File: config.mk
export PLATFORM = sky130hd
export DESIGN_NAME = trb_in_demux
export DESIGN_NICKNAME = d
export VERILOG_FILES = /design/src/rtl/trb_in_demux.sv
export SDC_FILE = /design/constraint.sdc
export NUM_CORES = 1
export LEC_CHECK = 0
export ABC_CLOCK_PERIOD_IN_PS = 2400
export BUFFER_PORTS_ARGS = -buffer_cell sky130_fd_sc_hd__buf_2
export CELL_PAD_IN_SITES_DETAIL_PLACEMENT = 1
export CELL_PAD_IN_SITES_GLOBAL_PLACEMENT = 1
export CORE_ASPECT_RATIO = 0.6
export CORE_UTILIZATION = 39
export CTS_CLUSTER_SIZE = 40
export DETAILED_ROUTE_END_ITERATION = 10
export PLACE_DENSITY = 0.82
export SKIP_CTS_REPAIR_TIMING = 1
export SKIP_LAST_GASP = 1
export SLEW_MARGIN = 20
export SYNTH_ARGS = -nofsm -noshare
export SYNTH_HDL_FRONTEND = slang
export SYNTH_SLANG_ARGS = --single-unit
export TNS_END_PERCENT = 30
File: constraint.sdc
create_clock -name clk -period 2.4 [get_ports clk]
set_input_delay 0.48 -clock clk [delete_from_list [all_inputs] [get_ports clk]]
set_output_delay 0.48 -clock clk [all_outputs]
set_load 0.1 [all_outputs]
File: src/rtl/trb_in_demux.sv
// rtl/trb_in_demux.sv - strict round-robin frame distributor feeding NUM_TURBO decoder cores
module trb_in_demux #(
    parameter int NUM_TURBO = 2,
    parameter int FRAME_LEN = 128,
    parameter int CW        = $clog2(NUM_TURBO)
) (
    input  logic                   clk,
    input  logic                   rst,
    input  logic [7:0]             st_data_in,
    input  logic                   st_valid_in,
    input  logic                   st_sop_in,
    input  logic                   st_eop_in,
    output logic                   st_ready_out,
    output logic [8*NUM_TURBO-1:0] st_data_out,
    output logic [NUM_TURBO-1:0]   st_valid_out,
    output logic [NUM_TURBO-1:0]   st_sop_out,
    output logic [NUM_TURBO-1:0]   st_eop_out,
    input  logic [NUM_TURBO-1:0]   st_ready_in,
    output logic [CW-1:0]          cur_core,
    output logic                   err_len,
    output logic                   err_sop
);

    localparam logic [10:0] LAST_BEAT = 11'(FRAME_LEN - 1);

    typedef enum logic {
        IDLE = 1'b0,
        PASS = 1'b1
    } state_t;

    state_t                 state;
    state_t                 state_nxt;
    logic [CW-1:0]          ptr;
    logic [CW-1:0]          ptr_inc;
    logic [10:0]            cnt;

    logic [8*NUM_TURBO-1:0] data_q;
    logic [NUM_TURBO-1:0]   valid_q;
    logic [NUM_TURBO-1:0]   sop_q;
    logic [NUM_TURBO-1:0]   eop_q;

    logic                   accept;
    logic                   drop;
    logic                   fwd;
    logic                   frame_end;
    logic                   len_err;

    // The current lane register may refill only when empty or draining this cycle.
    always_comb begin
        st_ready_out = (state == PASS) && (!valid_q[ptr] || st_ready_in[ptr]);
        accept       = st_valid_in && st_ready_out;
        drop         = accept && (cnt == 11'd0) && !st_sop_in;
        fwd          = accept && !drop;
        frame_end    = fwd && (st_eop_in || (cnt == LAST_BEAT));
        len_err      = fwd && (((cnt != 11'd0) && st_sop_in) ||
                               (frame_end && ((cnt != LAST_BEAT) || !st_eop_in)));
        ptr_inc      = (ptr == CW'(NUM_TURBO - 1)) ? '0 : ptr + 1'b1;
    end

    // Strict order: IDLE waits on the pointed-to core only, never skipping ahead.
    always_comb begin
        state_nxt = state;
        case (state)
            IDLE: if (st_ready_in[ptr]) state_nxt = PASS;
            PASS: if (frame_end)        state_nxt = IDLE;
            default:                    state_nxt = IDLE;
        endcase
    end

    always_ff @(posedge clk) begin
        if (rst) begin
            state   <= IDLE;
            ptr     <= '0;
            cnt     <= 11'd0;
            err_len <= 1'b0;
            err_sop <= 1'b0;
        end else begin
            state   <= state_nxt;
            err_len <= len_err;
            err_sop <= drop;
            if (fwd) begin
                cnt <= frame_end ? 11'd0 : cnt + 11'd1;
            end
            if (frame_end) begin
                ptr <= ptr_inc;
            end
        end
    end

    // A lane left holding the previous frame's last beat keeps draining after ptr moves on.
    always_ff @(posedge clk) begin
        if (rst) begin
            data_q  <= '0;
            valid_q <= '0;
            sop_q   <= '0;
            eop_q   <= '0;
        end else begin
            for (int k = 0; k < NUM_TURBO; k++) begin
                if (valid_q[k] && st_ready_in[k]) begin
                    valid_q[k] <= 1'b0;
                end
                if (fwd && (ptr == CW'(k))) begin
                    valid_q[k]        <= 1'b1;
                    data_q[8*k +: 8]  <= st_data_in;
                    sop_q[k]          <= (cnt == 11'd0);
                    eop_q[k]          <= frame_end;
                end
            end
        end
    end

    assign st_data_out  = data_q;
    assign st_valid_out = valid_q;
    assign st_sop_out   = sop_q;
    assign st_eop_out   = eop_q;
    assign cur_core     = ptr;

endmodule

==> metrics.cfg, run 1 <==
[placed_design]
io_buffers = 40
gp_congestion = 0.837
dpl-instance-area_sq_mm = 0.00205
hpwl_microns = 3610
placedCellCount = 298

[setup_path]
slowest_delay_ns = 0.49
rrSetupSlack_ns = 0.31
worstSetupEndpointType = flip-flop
cp.required_ns = 2.62
crit_chain = nor3b_1 -> buf_4 -> or3_1 -> buf_4 -> or4_1 -> a21oi_1
worst-path-max-fanout = 10
crit_arrival_ns = 2.31
crit_slowest_cell = or4_1
crit_top_cell = buf_4
crit_family = simple AND/OR/NAND/NOR gates
crit_buf_inv = 2
startpoint_type = flip-flop
path_class = flip-flop to flip-flop

[yosys]
synth_edf_count = 0
yosys-top-cells-area = dfxtp_1 42%, nand3_1 6.7%, a21oi_1 6.2%
synth_top_area_frac = 0.415
seq_area_frac_synth = 0.415
syn_nets = 218
async_flop_share = 0
syn-cell-area_sq_mm = 0.00178
ys_warn_count = 0
synth_ff_type = dfxtp_1
yosys.area.top_type = dfxtp_1
syn_area_per_cell_sq_um = 8.88
yosysUniqueCellTypes = 43
postSynthRegisterBits = 37
syn-instance-count = 201

[clocking]
root_buffer = clkbuf_8
numCtsBuffers = 5
clock_sinks = 37
cts_tree = yes
path_clk_slew_ns = 0.08
clock_path_buffers = 2
insertion_delay_ns = 0.30
htreeDepth = 2

[global_routing]
grt_pass1_vias = 1519
antenna_found_initial = 0
grt_max_degree = 24
grtUsageTotal = 0.222
gr-total-overflow = 0
grt_pass1_wl_microns = 7650

[drt]
drt-wirelength-per-cell_microns = 16.4
vias = 1676
drt_pass1_iterations = 4
drt-initial-drc-count = 72
antenna_left = 0
wl_microns = 5020
drc = 0
avgViaCountPerCell = 5.48

[layout]
final_cells = 306
drive_gt1_frac = 0.325
area_growth_pct = 21.7
layout.nets = 262
design_area_sq_mm = 0.00217
fillers = 538
diodes = 0

[timing]
tightest_slew_ns = 0.498
clock_skew_ns = 0.00982
slew_headroom = 0.665
max_freq_ghz = 0.479
hold_viol_final = 0
slew_viol_final = 0
rsz0062_at_grt = no
setup_viol = 0
fin_crit_ns = 2.09
timing.final.crit_share = 0.870

[power_and_ir_drop]
leakage_nw = 0.827
vdd_drop_max_mv = 0.298
p_per_area_mw_per_mm2 = 637

[run_status]
status = finished clean

[hold_path]
hp-class = input pin to flip-flop

[floorplanning]
die_h_microns = 54.4
chipWidth_microns = 89.3
initial_core_util = 0.419
io_pins = 41
fp.coreArea_sq_mm = 0.00426
rows = 18
die-area_sq_mm = 0.00486

[flow_run]
drv_cap = 0

[logic make-up after synthesis]
kind of cell / synth area share
compound gates: 0.255
buf+inv: 0.0701
simple gates: 0.236
fa+ha+maj: 0.0140
flops: 0.415
xor+xnor: 0.00982
[layout by cell type (no fill, tap or decap), drive strengths merged, types with 6 or more instances in the layout]
cell / netlist / routed
o21ai: 21 / 21
nand3: 24 / 24
a21oi: 32 / 32
clkbuf: 2 / 6
inv: 6 / 6
nor4: 6 / 6
nand2: 6 / 6
dfxtp: 37 / 37
nor2: 7 / 7
buf: 9 / 51
o31ai: 9 / 9
or4: 10 / 10
[stage by stage]
stage / hold slack (ns) / TNS (ns) / utilization / total power, mW / setup slack [ns]
6_report: 0.442 / 0 / 0.510 / 1.38 / 0.311
5_1_grt: 0.456 / 0 / 0.510 / 1.44 / 0.221
3_5_place_dp: 0.466 / 0 / 0.482 / 0.821 / 0.130
2_1_floorplan: 0.454 / -0.0803 / - / 0.776 / -0.0370
3_3_place_gp: 0.462 / 0 / 0.482 / 0.819 / 0.176
4_1_cts: 0.435 / 0 / 0.510 / 1.39 / 0.315
[per-layer routing]
layer  GRT usage  vias up  share of wire
li1            -      849              -
met1       0.321      794           0.54
met2       0.310       29           0.42
met3      0.0588        4          0.028
met4      0.0873        0          0.010
met5           0        -              0
[registers in the layout, indices dropped and copies added (netlist names)]
| register | flops |
|---|---|
| err_len | 1 |
| st_data_out | 16 |
| state | 1 |
| cur_core | 1 |
| st_eop_out | 2 |
| cnt | 11 |
| st_sop_out | 2 |
| st_valid_out | 2 |
| err_sop | 1 |
[power breakdown]
group | switching [mW] | internal [mW]
Clock | 0.237 | 0.338
Combinational | 0.134 | 0.0439
Sequential | 0.00697 | 0.623
Total | 0.378 | 1.00
[layout make-up]
| cell class | instances | area, sq um | share of cell area |
|---|---|---|---|
| Tap cell | 60 | 75.1 | 0.0346 |
| Timing Repair Buffer | 51 | 283 | 0.130 |
| Sequential cell | 37 | 742 | 0.342 |
| Clock buffer | 6 | 82.6 | 0.0380 |
| Multi-Input combinational cell | 144 | 930 | 0.428 |
| Inverter | 6 | 22.5 | 0.0104 |
| Clock inverter | 2 | 37.5 | 0.0173 |
[worst register-to-register path: stages, from the launching register on]
cell	delay, ns
dfxtp_2	0.43
nor3b_1	0.08
buf_4	0.16
or3_1	0.48
buf_4	0.22
or4_1	0.50
a21oi_1	0.16
[cells in the mapped netlist, types with 3 or more instances]
cell type       n
inv_1           6
dfxtp_1        37
o31ai_1         8
nor2_1          7
or4_1           8
a21oi_1        22
dlygate4sd1_1   3
nor4_1          5
buf_6           4
buf_2           4
o21ai_1        10
a21oi_2        10
o21ai_0        11
nand2_1         6
nand3_1        24
[path summary, 6_finish.rpt]
check | cells after the start | from | endpoint
min reg2reg | 2 | st_data_out[8] | st_data_out[8]
max | 6 | cur_core | cnt[1]
max reg2reg | 6 | cur_core | cnt[1]
min | 3 | st_data_in[2] | st_data_out[10]
Power figures use the tool's default switching activity.
==> run 2: changes to the inputs <==
Settings changed: ABC_AREA set to 1, CORE_UTILIZATION 39 to 37, PLACE_DENSITY 0.82 to 0.83.
==> metrics.cfg, run 2 <==
[placed_design]
placedCellCount = 381  ; +28%
dpl-instance-area_sq_mm = 0.00208  ; +1.3%
io_buffers = 40  ; unchanged
gp_congestion = 0.841  ; +0.44%
hpwl_microns = 3920  ; +8.8%

[clocking]
numCtsBuffers = 5  ; unchanged
path_clk_slew_ns = 0.07  ; about the same
cts_tree = yes
clock_path_buffers = 2  ; unchanged
root_buffer = clkbuf_8
insertion_delay_ns = 0.28  ; -0.02 ns
htreeDepth = 2  ; unchanged
clock_sinks = 37  ; unchanged

[power_and_ir_drop]
total_power_mw = 1.30  ; -6.0%
vdd_drop_max_mv = 0.266  ; -11%
leakage_nw = 1.06  ; +28%
p_per_area_mw_per_mm2 = 600  ; -5.7%

[yosys]
seq_area_frac_synth = 0.405  ; -0.0102
async_flop_share = 0  ; unchanged
ys_top_cells_by_count = 84 x nand2_1, 49 x inv_1, 37 x dfxtp_1, 37 x nand3_1, 30 x nor2_1
yosysMostFrequentCell = nand2_1
syn_area_per_cell_sq_um = 6.40  ; -28%
syn-instance-count = 286  ; +42%
yosys.area.top_type = dfxtp_1
ys_warn_count = 0  ; unchanged
syn_nets = 303  ; +39%
syn-cell-area_sq_mm = 0.00183  ; +2.5%
synth_ff_type = dfxtp_1
synth_top_area_frac = 0.405  ; -0.0102
yosysUniqueCellTypes = 22  ; -49%
yosys-top-cells-area = dfxtp_1 40%, nand2_1 17%, nand3_1 10%
synth_edf_count = 0  ; unchanged
postSynthRegisterBits = 37  ; unchanged

[global_routing]
grt_max_degree = 21  ; -13%
gr-total-overflow = 0  ; unchanged
grt_pass1_wl_microns = 8610  ; +13%
grt_pass1_vias = 1776  ; +17%
antenna_found_initial = 0  ; unchanged
grtUsageTotal = 0.211  ; -0.0106

[drt]
drc = 0  ; unchanged
vias = 1800  ; +7.4%
avgViaCountPerCell = 4.64  ; -15%
antenna_left = 0  ; unchanged
wl_microns = 5070  ; +1.1%
drt-initial-drc-count = 75  ; +4.2%
drt_pass1_iterations = 4  ; unchanged
drt-wirelength-per-cell_microns = 13.1  ; -20%

[layout]
drive_gt1_frac = 0.178  ; -0.147
area_growth_pct = 18.3
largest_reg_flops = 16  ; unchanged
diodes = 0  ; unchanged
final_cells = 388  ; +27%
design_area_sq_mm = 0.00216  ; -0.35%
final_cell_mix = 84 x nand2_1, 49 x inv_1, 40 x buf_2
post-route-util = 0.465  ; -0.0457
layout.nets = 342  ; +31%
final_common_cell = nand2_1

[timing]
tns_ns = 0  ; unchanged
fin_crit_ns = 2.27  ; +0.185 ns
timing.final.crit_share = 0.947  ; +0.0769
hold_viol_final = 0  ; unchanged
slew_headroom = 0.661  ; -0.00422
slew_viol_final = 0  ; unchanged
rsz0062_at_grt = no
clock_skew_ns = 0.00400  ; -0.00582 ns
max_freq_ghz = 0.440  ; -8.1%
tightest_slew_ns = 0.508  ; +0.00951 ns
setup_viol = 0  ; unchanged

[setup_path]
path_class = flip-flop to output pin
crit_arrival_ns = 1.79  ; -0.52 ns
crit_family = buffers and inverters
worstSetupEndpointType = output pin
slowest_delay_ns = 0.52  ; +0.03 ns
startpoint_type = flip-flop
crit_chain = inv_2 -> nand2_1 -> nand2_1 -> nand2_1 -> nand2_1 -> inv_1 -> buf_2
worst-path-max-fanout = 14  ; +4
crit_slowest_cell = dfxtp_2
cp.required_ns = 1.92  ; -0.70 ns
crit_top_cell = nand2_1
crit_buf_inv = 3  ; +1

[run_status]
status = finished clean

[floorplanning]
chipWidth_microns = 92.8  ; +3.9%
rows = 19  ; +1
initial_core_util = 0.393  ; -0.0266
io_pins = 41  ; unchanged
fp.coreArea_sq_mm = 0.00466  ; +9.5%
die-area_sq_mm = 0.00524  ; +7.8%
die_h_microns = 56.5  ; +3.8%

[flow_run]
drv_cap = 0  ; unchanged

[hold_path]
hp-class = input pin to flip-flop

run 2: worst reg2reg max path: stages, from the launching register on:
cell and delay (ns):
dfxtp_2 0.52, inv_2 0.19, nand2_1 0.10, nand2_1 0.07, nand2_1 0.10, nand3_2 0.11
nor2_2 0.26, nand2_1 0.31, nand2_1 0.14, inv_1 0.05, nor2_1 0.09
run 2: layout make-up:
type | count | area (sq um)
repair buffers | 42 | 215
flip-flops and latches | 37 | 742
inverters | 51 | 191
multi-input cells | 188 | 851
clock buffers | 7 | 86.3
fillers | 667 | 2490
well taps | 63 | 78.8
run 2: path summary, 6_finish.rpt:
kind             startpoint              end  slack, ns  cells past startpoint
max                cur_core     st_ready_out       0.13                      7
min          st_ready_in[1]  st_valid_out[1]       0.46                      4
max reg2reg        cur_core    st_sop_out[0]       0.40                     10
min reg2reg  st_data_out[8]   st_data_out[8]       0.47                      2
run 2: kinds of logic (layout without fill, tap and decap cells):
family / after synthesis / count (layout) / share of synthesized area
fa+ha+maj: 2 / 2 / 0.0137
simple gates: 163 / 163 / 0.384
flops: 37 / 37 / 0.405
compound gates: 22 / 22 / 0.0629
buf+inv: 61 / 100 / 0.130
xor+xnor: 1 / 1 / 0.00479
run 2: routing by layer:
layer	track usage	vias to the layer above	part of all wire
met2	0.299	47	0.40
met3	0.0474	5	0.052
met1	0.322	797	0.54
li1	-	951	-
met4	0.0462	0	0.0079
met5	0	-	0
run 2: metrics by stage:
| step | setup slack, ns | hold slack [ns] |
|---|---|---|
| 6_report | 0.127 | 0.463 |
| 5_1_grt | 0.00719 | 0.475 |
| 4_1_cts | 0.117 | 0.461 |
| 3_5_place_dp | 0.377 | 0.462 |
| 3_3_place_gp | 0.531 | 0.455 |
| 2_1_floorplan | 0.288 | 0.471 |
run 2: report_power, final:
group          internal, mW  switching (mW)
Combinational        0.0441           0.179
Clock                 0.228           0.209
Sequential            0.629          0.0114
Total                 0.901           0.399
==> run 3: changes to the inputs <==
Settings changed: GPL_ROUTABILITY_DRIVEN set to 0, SETUP_SLACK_MARGIN set to 0.3.
==> metrics.cfg, run 3 (synthesized netlist as in run 2, its figures left out) <==
[run_status]
status = finished clean

[timing]
max_freq_ghz = 0.484  ; +10%
slew_headroom = 0.657  ; -0.00444
setup_viol = 0  ; unchanged
timing.final.crit_share = 0.860  ; -0.0867
clock_skew_ns = 0.0103  ; +0.00629 ns
fin_hold_ws_ns = 0.459  ; -0.00445 ns
setup_ws_ns = 0.335  ; +0.208 ns
tightest_slew_ns = 0.514  ; +0.00665 ns
tns_ns = 0  ; unchanged
slew_viol_final = 0  ; unchanged
rsz0062_at_grt = yes
hold_viol_final = 0  ; unchanged
fin_crit_ns = 2.07  ; -0.208 ns

[global_routing]
grtUsageTotal = 0.228  ; +0.0172
busiest_layer = met1
grt_pass1_wl_microns = 9180  ; +6.6%
grt_use_met2 = 0.330  ; +0.0305
antenna_found_initial = 0  ; unchanged
gr-usage-met1 = 0.332  ; +0.0101
gr-total-overflow = 0  ; unchanged
gr-usage-met3 = 0.0515  ; +0.00407
grt_max_degree = 17  ; -19%
grt_pass1_vias = 1908  ; +7.4%

[drt]
avgViaCountPerCell = 4.83  ; +4.1%
drt-wirelength-per-cell_microns = 13.8  ; +5.7%
drt-initial-drc-count = 66  ; -12%
antenna_left = 0  ; unchanged
vias = 1878  ; +4.3%
wl_microns = 5380  ; +5.9%
drt_pass1_iterations = 4  ; unchanged
drc = 0  ; unchanged

[setup_path]
worst-path-max-fanout = 14  ; unchanged
cp.required_ns = 1.92  ; about the same
crit_arrival_ns = 1.59  ; -0.20 ns
path_class = flip-flop to output pin
startpoint_type = flip-flop
worstSetupEndpointType = output pin

[layout]
final_cell_mix = 83 x nand2_1, 48 x inv_1, 39 x buf_2
layout.nets = 342  ; unchanged
area_growth_pct = 19.0
final_common_cell = nand2_1
diodes = 0  ; unchanged
drive_gt1_frac = 0.190  ; +0.0117
largest_reg_flops = 16  ; unchanged

[power_and_ir_drop]
leakage_nw = 1.05  ; -1.1%
total_power_mw = 1.30  ; -0.14%
p_per_area_mw_per_mm2 = 596  ; -0.72%
vdd_drop_max_mv = 0.269  ; +1.1%

[floorplanning]
fp.coreArea_sq_mm = 0.00466  ; unchanged
die_h_microns = 56.5  ; unchanged
chipWidth_microns = 92.8  ; unchanged
die-area_sq_mm = 0.00524  ; unchanged
initial_core_util = 0.393  ; unchanged
io_pins = 41  ; unchanged
rows = 19  ; unchanged

[clocking]
cts_tree = yes
numCtsBuffers = 5  ; unchanged
path_clk_slew_ns = 0.07  ; about the same
htreeDepth = 2  ; unchanged
clock_sinks = 37  ; unchanged
insertion_delay_ns = 0.29  ; about the same
clock_path_buffers = 2  ; unchanged
root_buffer = clkbuf_8

[hold_path]
hp-class = input pin to flip-flop

[placed_design]
io_buffers = 40  ; unchanged
hpwl_microns = 4130  ; +5.2%
dpl_worst_slack_ns = 0.345  ; -0.0321 ns

[flow_run]
drv_cap = 0  ; unchanged

run 3: path summary, 6_finish.rpt:
path                            cells past startpoint  slack [ns]              end            start
worst max-delay path                                7        0.33     st_ready_out         cur_core
worst min-delay path                                4        0.46  st_valid_out[1]   st_ready_in[1]
worst max register to register                      8        0.42           cnt[8]           cnt[0]
worst min register to register                      2        0.47  st_data_out[13]  st_data_out[13]
run 3: final cells by class:
class                           instances  area [sq um]
Sequential cell                        37           747
Tap cell                               63          78.8
Multi-Input combinational cell        188           856
Timing Repair Buffer                   42           218
Inverter                               51           198
Clock buffer                            8          80.1
Fill cell                             652          2480
run 3: critical path: stages, from the launching register on:
cell	delay, ns
dfxtp_4	0.46
inv_4	0.11
nand2_1	0.09
nand2_1	0.07
nand2_1	0.10
nand2_1	0.11
clkinvlp_4	0.08
buf_4	0.27
run 3: power breakdown:
part	internal (mW)	leakage, nW	switching, mW
sequential	0.628	0.301	0.0115
combinational	0.0457	0.708	0.182
clock	0.207	0.0395	0.224
run 3: metal layers:
layer | wire length (microns) | share of wire | vias to the layer above
met5 | 0 | 0 | -
met4 | 34 | 0.0063 | 0
met3 | 347 | 0.065 | 4
met2 | 2290 | 0.43 | 54
met1 | 2710 | 0.50 | 868
li1 | - | - | 952
run 3: through the flow:
step	util	cells	cell area, sq um
floorplan	-	286	1840
global placement	0.447	381	2080
detailed placement	0.447	381	2080
CTS	0.465	389	2160
global route	0.467	389	2180
finish	0.467	389	2180
